==> src/rtl/mem_arbiter.sv <==
// rtl/mem_arbiter.sv - two-port (fetch/data) arbiter onto a single-ported synchronous SRAM
//
// Ports:
//   clk, rst                  clock, asynchronous active-low reset
//   if_req/if_addr            fetch read request (held until if_ready)
//   if_rdata/if_ready         fetched word and one-cycle completion pulse
//   mem_req/mem_we/mem_addr/mem_wdata  data-stage load/store request (held until mem_ready)
//   mem_rdata/mem_ready       load data and one-cycle completion pulse
//   sram_addr/sram_wdata/sram_rdata/sram_we/sram_oe  SRAM side; sram_addr[17] selects data region
// Parameter WAIT (1..15): SRAM access cycles per transaction.
// Optional macro MEM_ARBITER_IBUF_EN: one-entry fetch buffer, hits complete IDLE->DONE.
module mem_arbiter #(
  parameter int WAIT = 4
) (
  input  logic        clk,
  input  logic        rst,
  input  logic        if_req,
  input  logic [31:0] if_addr,
  output logic [31:0] if_rdata,
  output logic        if_ready,
  input  logic        mem_req,
  input  logic        mem_we,
  input  logic [31:0] mem_addr,
  input  logic [31:0] mem_wdata,
  output logic [31:0] mem_rdata,
  output logic        mem_ready,
  output logic [17:0] sram_addr,
  output logic [31:0] sram_wdata,
  input  logic [31:0] sram_rdata,
  output logic        sram_we,
  output logic        sram_oe
);

  typedef enum logic [1:0] {IDLE, ACCESS, DONE} state_t;

  state_t      state, state_nxt;
  logic        owner_mem;   // 1 = data stage owns the current transaction
  logic        we_q;
  logic [3:0]  cnt;
  logic        last_cycle;
  logic        start;       // IDLE -> ACCESS this cycle
  logic        ibuf_hit;    // IDLE -> DONE straight from the fetch buffer
  logic        ibuf_lookup;
  logic [31:0] ibuf_rdata;

  // Address bits outside the 17-bit word window are not decoded.
  logic unused_addr_bits;
  assign unused_addr_bits = ^{if_addr[31:19], if_addr[1:0], mem_addr[31:19], mem_addr[1:0]};

  always_comb begin
    state_nxt  = state;
    start      = 1'b0;
    ibuf_hit   = 1'b0;
    last_cycle = (cnt == 4'(WAIT - 1));
    case (state)
      IDLE: begin
        if (ibuf_lookup) begin
          state_nxt = DONE;
          ibuf_hit  = 1'b1;
        end else if (mem_req || if_req) begin
          state_nxt = ACCESS;
          start     = 1'b1;
        end
      end
      ACCESS:  if (last_cycle) state_nxt = DONE;
      DONE:    state_nxt = IDLE;
      default: state_nxt = IDLE;
    endcase
  end

  always_ff @(posedge clk or negedge rst) begin
    if (!rst) begin
      state      <= IDLE;
      cnt        <= 4'd0;
      owner_mem  <= 1'b0;
      we_q       <= 1'b0;
      sram_addr  <= 18'd0;
      sram_wdata <= 32'd0;
      if_rdata   <= 32'd0;
      mem_rdata  <= 32'd0;
    end else begin
      state <= state_nxt;
      if (start) begin
        // Data stage wins ties so a stalled pipeline drains first.
        owner_mem  <= mem_req;
        we_q       <= mem_req & mem_we;
        sram_addr  <= mem_req ? {1'b1, mem_addr[18:2]} : {1'b0, if_addr[18:2]};
        sram_wdata <= mem_wdata;
        cnt        <= 4'd0;
      end else if (state == ACCESS) begin
        cnt <= cnt + 4'd1;
      end
      if (state == ACCESS && last_cycle) begin
        if (owner_mem) mem_rdata <= sram_rdata;
        else           if_rdata  <= sram_rdata;
      end
      if (ibuf_hit) begin
        owner_mem <= 1'b0;
        we_q      <= 1'b0;
        if_rdata  <= ibuf_rdata;
      end
    end
  end

`ifdef MEM_ARBITER_IBUF_EN
  logic        ibuf_valid;
  logic [29:0] ibuf_tag;
  logic [29:0] fetch_tag;   // full word address of the fetch in flight
  logic [31:0] ibuf_data;

  assign ibuf_lookup = if_req && !mem_req && ibuf_valid && (ibuf_tag == if_addr[31:2]);
  assign ibuf_rdata  = ibuf_data;

  always_ff @(posedge clk or negedge rst) begin
    if (!rst) begin
      ibuf_valid <= 1'b0;
      ibuf_tag   <= 30'd0;
      fetch_tag  <= 30'd0;
      ibuf_data  <= 32'd0;
    end else begin
      if (start) fetch_tag <= if_addr[31:2];
      // Any store may overwrite code, so drop the entry rather than compare.
      if (start && mem_req && mem_we) begin
        ibuf_valid <= 1'b0;
      end else if (state == ACCESS && last_cycle && !owner_mem) begin
        ibuf_valid <= 1'b1;
        ibuf_tag   <= fetch_tag;
        ibuf_data  <= sram_rdata;
      end
    end
  end
`else
  assign ibuf_lookup = 1'b0;
  assign ibuf_rdata  = 32'd0;
`endif

  assign sram_we   = (state == ACCESS) &  we_q;
  assign sram_oe   = (state == ACCESS) & ~we_q;
  assign if_ready  = (state == DONE)   & ~owner_mem;
  assign mem_ready = (state == DONE)   &  owner_mem;

endmodule

==> config.mk <==
export PLATFORM = sky130hd
export DESIGN_NAME = mem_arbiter
export DESIGN_NICKNAME = d
export VERILOG_FILES = /design/src/rtl/mem_arbiter.sv
export SDC_FILE = /design/constraint.sdc
export NUM_CORES = 1
export LEC_CHECK = 0
export BUFFER_PORTS_ARGS = -buffer_cell sky130_fd_sc_hd__buf_2
export CELL_PAD_IN_SITES_DETAIL_PLACEMENT = 1
export CELL_PAD_IN_SITES_GLOBAL_PLACEMENT = 1
export CORE_ASPECT_RATIO = 1.25
export CORE_MARGIN = 4
export CORE_UTILIZATION = 35
export CTS_CLUSTER_DIAMETER = 50
export CTS_CLUSTER_SIZE = 8
export DETAILED_ROUTE_END_ITERATION = 7
export GPL_TIMING_DRIVEN = 0
export PLACE_DENSITY = 0.84
export SLEW_MARGIN = 20
export SYNTH_ARGS = -nofsm -noshare
export SYNTH_HDL_FRONTEND = slang
export SYNTH_SLANG_ARGS = --single-unit
==> constraint.sdc <==
create_clock -name clk -period 5.11 [get_ports clk]
set_input_delay 0.511 -clock clk [delete_from_list [all_inputs] [get_ports clk]]
set_output_delay 0.511 -clock clk [all_outputs]
set_load 0.01 [all_outputs]
# Word-level counts from Yosys, hierarchy flattened
# Index checks and enable logic that the tools add are counted.
totals:
  reg_bits: 122
  output_inout_bits: 118
  inputBits: 133
  word_cells: 36
op_classes:
  n_eq_ne: 5
  n_reduce_logical: 7
  mux: 8
  add_sub_neg: 1
  n_bitwise: 7
op_table:
  columns: ["cell", "n"]
  rows:
  - ["$mux 18", 1]
  - ["$mux 4", 2]
  - ["$reduce_and 2->1", 3]
  - ["$and 1x1->1", 5]
  - ["$add 4x1->4 const B", 1]
  - ["$eq 4x2->1 const B", 1]
  - ["$mux 2", 2]
  - ["$ne 2x2->1 const B", 2]
  - ["$pmux 2 s2", 1]
  - ["$eq 2x1->1 const B", 1]
  - ["$eq 2x2->1 const B", 1]
  - ["$logic_not 2->1", 1]
  - ["$mux 1", 2]
  - ["$not 1->1", 2]
  - ["$reduce_bool 2->1", 1]
  - ["$logic_and 1x1->1", 1]
  - ["$logic_or 1x1->1", 1]

# Longest topological paths before layout
depth:
  word_depth: 4
  depth_mapped: 6

# Least setup slack after synthesis
# No wires, ideal clock.
synth_path:
  path_kind: "flip-flop to flip-flop"
  start: "reg cnt[0]"
  end: "reg if_rdata[10]"
  arrival_time_ps: 1772
  path_stages_with_launch: 7
  setup_time_ps: 125
  period_less_slack_ps: 1898
  required_time_ps: 4985
  setup_slack_ps: 3212
  path_cell_list: "dfrtp_1 > ha_1 > or3b_1 > or3_1 > buf_6 > buf_12 > mux2_4"
synth_via:
  elab_chain_cells: 3
synth_rtl:
  columns: ["item", "line", "source"]
  rows:
  - ["from (decl)", "39", "logic [3:0] cnt;"]
  - ["from (signal assigned)", "91", "cnt <= cnt + 4'd1;"]
  - ["$eq 4x2->1", "54", "last_cycle = (cnt == 4'(WAIT - 1));"]
  - ["$logic_and 1x1->1", "93", "if (state == ACCESS && last_cycle) begin"]
  - ["$reduce_and 2->1 (no line)", null, null]
  - ["to (signal assigned)", "95", "else if_rdata <= sram_rdata;"]
  - ["to (signal assigned)", "100", "if_rdata <= ibuf_rdata;"]
  - ["to (decl)", "19", "output logic [31:0] if_rdata,"]
# Every way passes these cells.
# A chain may end at the register's enable or synchronous reset.

# Worst setup path in the final report
layout_path:
  start: "reg cnt[0]"
  end: "reg mem_rdata[6]"
layout_via:
  elab_chain_cells: 3
layout_rtl:
  columns: ["item", "line", "source"]
  rows:
  - ["$eq 4x2->1", "54", null]
  - ["$logic_and 1x1->1", "93", null]
  - ["$reduce_and 2->1 (no line)", null, null]
  - ["to (signal assigned)", "94", "if (owner_mem) mem_rdata <= sram_rdata;"]
  - ["to (decl)", "25", "output logic [31:0] mem_rdata,"]
# Every way passes these cells.

==> flow_summary.ini <==
[cts]
postCtsHoldBufs = 0
htreeDepth = 4
post_cts_buffers = 0
cts_num_sinks = 121
cts_tree = built
clk_pin_slew_ns = 0.06
cts_root_buffer = clkbuf_16
cts_resized = 0
clkLatencyLatePin_ns = 0.40
cts_buffers = 17
clockBufferDepth = 2

[synthesis]
synth-main-ff-cell = dfrtp_1
synth_nets = 436
ys_async_sr_fraction_pct = 100.0
ys_types = 33
syn_area_sq_um = 4951
synth-edff-count = 0
yosysWarnings = 0
avgSynthCellArea_sq_um = 16.39
synth_top_area_cell = dfrtp_1
synth_top_area_share_pct = 61.16
yosys-top-cells-area = dfrtp_1 61%, mux2_2 23%, mux2_4 9.1%, buf_12 1.2%, buf_2 0.81%
ys_ff_latch = 121
netlist_instances = 302
ys_seq_area_share_pct = 61.16

[placed_design]
dp.cells = 698
pre_cts_ws_ns = 2.885
gp_congestion = 0.7304
io_buffers = 220
dpl-instance-area_sq_um = 6305
hpwlAfterDp_um = 10320

[routing]
drtIter0Drc = 143
wire_per_inst_um = 18.25
routed_via_density = 4.738
drc_errors = 0
drtAntennaViolNets = 0
routed_wl_um = 13330
via_count = 3459
dr.pass1.iters = 4

[sta]
min_period_over_period_pct = 42.33
hold_viol_final = 0
maxSlewViolCount = 0
max_freq_ghz = 0.4623
setup_viol = 0
fin_setup_tns_ns = 0
clock_skew_ns = 0.007102
slew_headroom_pct = 63.45
tightest_slew_ns = 0.5482
finalCriticalPeriod_ns = 2.163
rsz0062_at_grt = false
worst_slack_ns = 2.947

[floorplanning]
initial_core_util_pct = 35.84
die_area_sq_um = 16120
coreArea_sq_um = 13810
ios = 251
dieHeight_um = 141.0
dieWidth_um = 114.4
num_rows = 48

[global_route]
grt_pass1_vias = 4092
grt_max_degree = 66
antenna_found_initial = 0
grt_overflow = 0
grt_usage_pct = 17.03
grt_first_pass_wirelength_um = 21480

[job]
drv_cap = 0

[setup_path]
cp.required_ns = 5.39
criticalPathCategory = reg2reg
reg2reg_from = cnt[0]
start_kind = register
rr_endpoint = mem_rdata[6]
end_kind = register
reg2reg_slack_ns = 2.95
critPathMaxFanout = 10
arrival_ns = 2.44
rr_worst_depth = 6

[hold_path]
hp-class = in2async

[pwr]
p_leak_nw = 3.480
peakVddDrop_mv = 0.2824
power_density_nw_per_um2 = 686.7

[cells_and_area]
layout-drive-gt1-share_pct = 70.99
area_delta_synth_final_pct = 40.01
diodes = 0
final_util_pct = 50.18
final_area_sq_um = 6932
finalNonFillerCells = 730
nets = 676

[run_status]
status = finished clean
## kinds of logic after synthesis
family                   after synthesis  synth area share (%)
multiplexers                         131                 32.07
XOR/XNOR                               1                0.1769
AO/OA/AOI/OAI                         10                 1.365
AND/OR/NAND/NOR                       19                 2.123
adder cells (fa/ha/maj)                1                0.2527
flip-flops                           121                 61.16
buffers and inverters                 19                 2.856
## sequential cells by signal, summed over array words and instances, names as in the netlist
| name | cells |
|---|---|
| cnt | 4 |
| if_rdata | 32 |
| mem_rdata | 32 |
| sram_addr | 18 |
| sram_wdata | 32 |
| state | 2 |
| we_q | 1 |
## routing by layer
metal,wire length [um],vias to the layer above,part of all wire [%],GRT usage (%)
li1,-,1552,-,-
met1,4974,1730,37,18.99
met2,7033,156,53,30.24
met3,1116,21,8.4,5.625
met4,201,0,1.5,5.691
met5,0,-,0,0
## placed cells by master, fill, tap and decap left out, types with 2 or more instances in the layout
| cell | netlist | final |
|---|---|---|
| buf_12 | 3 | 3 |
| buf_2 | 8 | 227 |
| buf_6 | 1 | 2 |
| bufinv_16 | 0 | 4 |
| clkbuf_1 | 4 | 6 |
| clkbuf_16 | 0 | 17 |
| clkinv_4 | 0 | 2 |
| clkinvlp_4 | 0 | 4 |
| dfrtp_1 | 121 | 121 |
| inv_6 | 0 | 3 |
| mux2_2 | 100 | 100 |
| mux2_4 | 30 | 30 |
| nand2_1 | 4 | 4 |
| nand2b_1 | 2 | 2 |
| nor2_1 | 3 | 3 |
| nor3b_1 | 2 | 2 |
| o21ai_0 | 3 | 3 |
## critical path: stages (launching register included)
cell      delay [ns]
dfrtp_1         0.38
ha_1            0.22
nor3b_1         0.28
and3_1          0.20
clkbuf_1        0.26
buf_2           0.33
mux2_2          0.38
## cell type report
type | instances | area [sq um]
inverter | 1 | 3.754
multi-input combinational | 162 | 1782
fill | 1452 | 6882
sequential | 121 | 3028
timing repair buffer | 221 | 1135
clock buffer | 19 | 432.9
tap | 175 | 219.0
buffer | 18 | 137.6
clock inverter | 13 | 193.9
## worst max-delay path by stage
stage                       from             to  slack (ns)
after floorplan           cnt[0]   if_rdata[10]        3.21
after global placement       rst  sram_wdata[0]        2.07
after detailed placement  cnt[0]   mem_rdata[6]        2.88
after CTS                 cnt[0]   mem_rdata[6]        2.87
after global routing      cnt[0]   mem_rdata[6]        2.75
final                     cnt[0]   mem_rdata[6]        2.95
## through the flow
step / hold WS, ns / power, W
final: 0.05254 / 0.004760
after CTS: 0.07152 / 0.004839
after global routing: 0.09528 / 0.005064
after floorplan: 0.2154 / 0.002744
after global placement: 0.4692 / 0.003415
after detailed placement: 0.4913 / 0.003537
## Yosys cell counts, types with 2 or more instances
cell type	n
buf_12	3
nor2_1	3
clkbuf_1	4
buf_2	8
mux2_2	100
o21ai_0	3
nand2_1	4
nor3b_1	2
mux2_4	30
dfrtp_1	121
nand2b_1	2
## where the power goes
| group | switching (W) | internal, W | total, W |
|---|---|---|---|
| combinational | 0.000815 | 0.000960 | 0.00178 |
| clock | 0.000446 | 0.000822 | 0.00127 |
| sequential | 0.000271 | 0.00145 | 0.00172 |
| total | 0.00153 | 0.00323 | 0.00476 |
No activity file was read; power rests on OpenSTA's default activity.
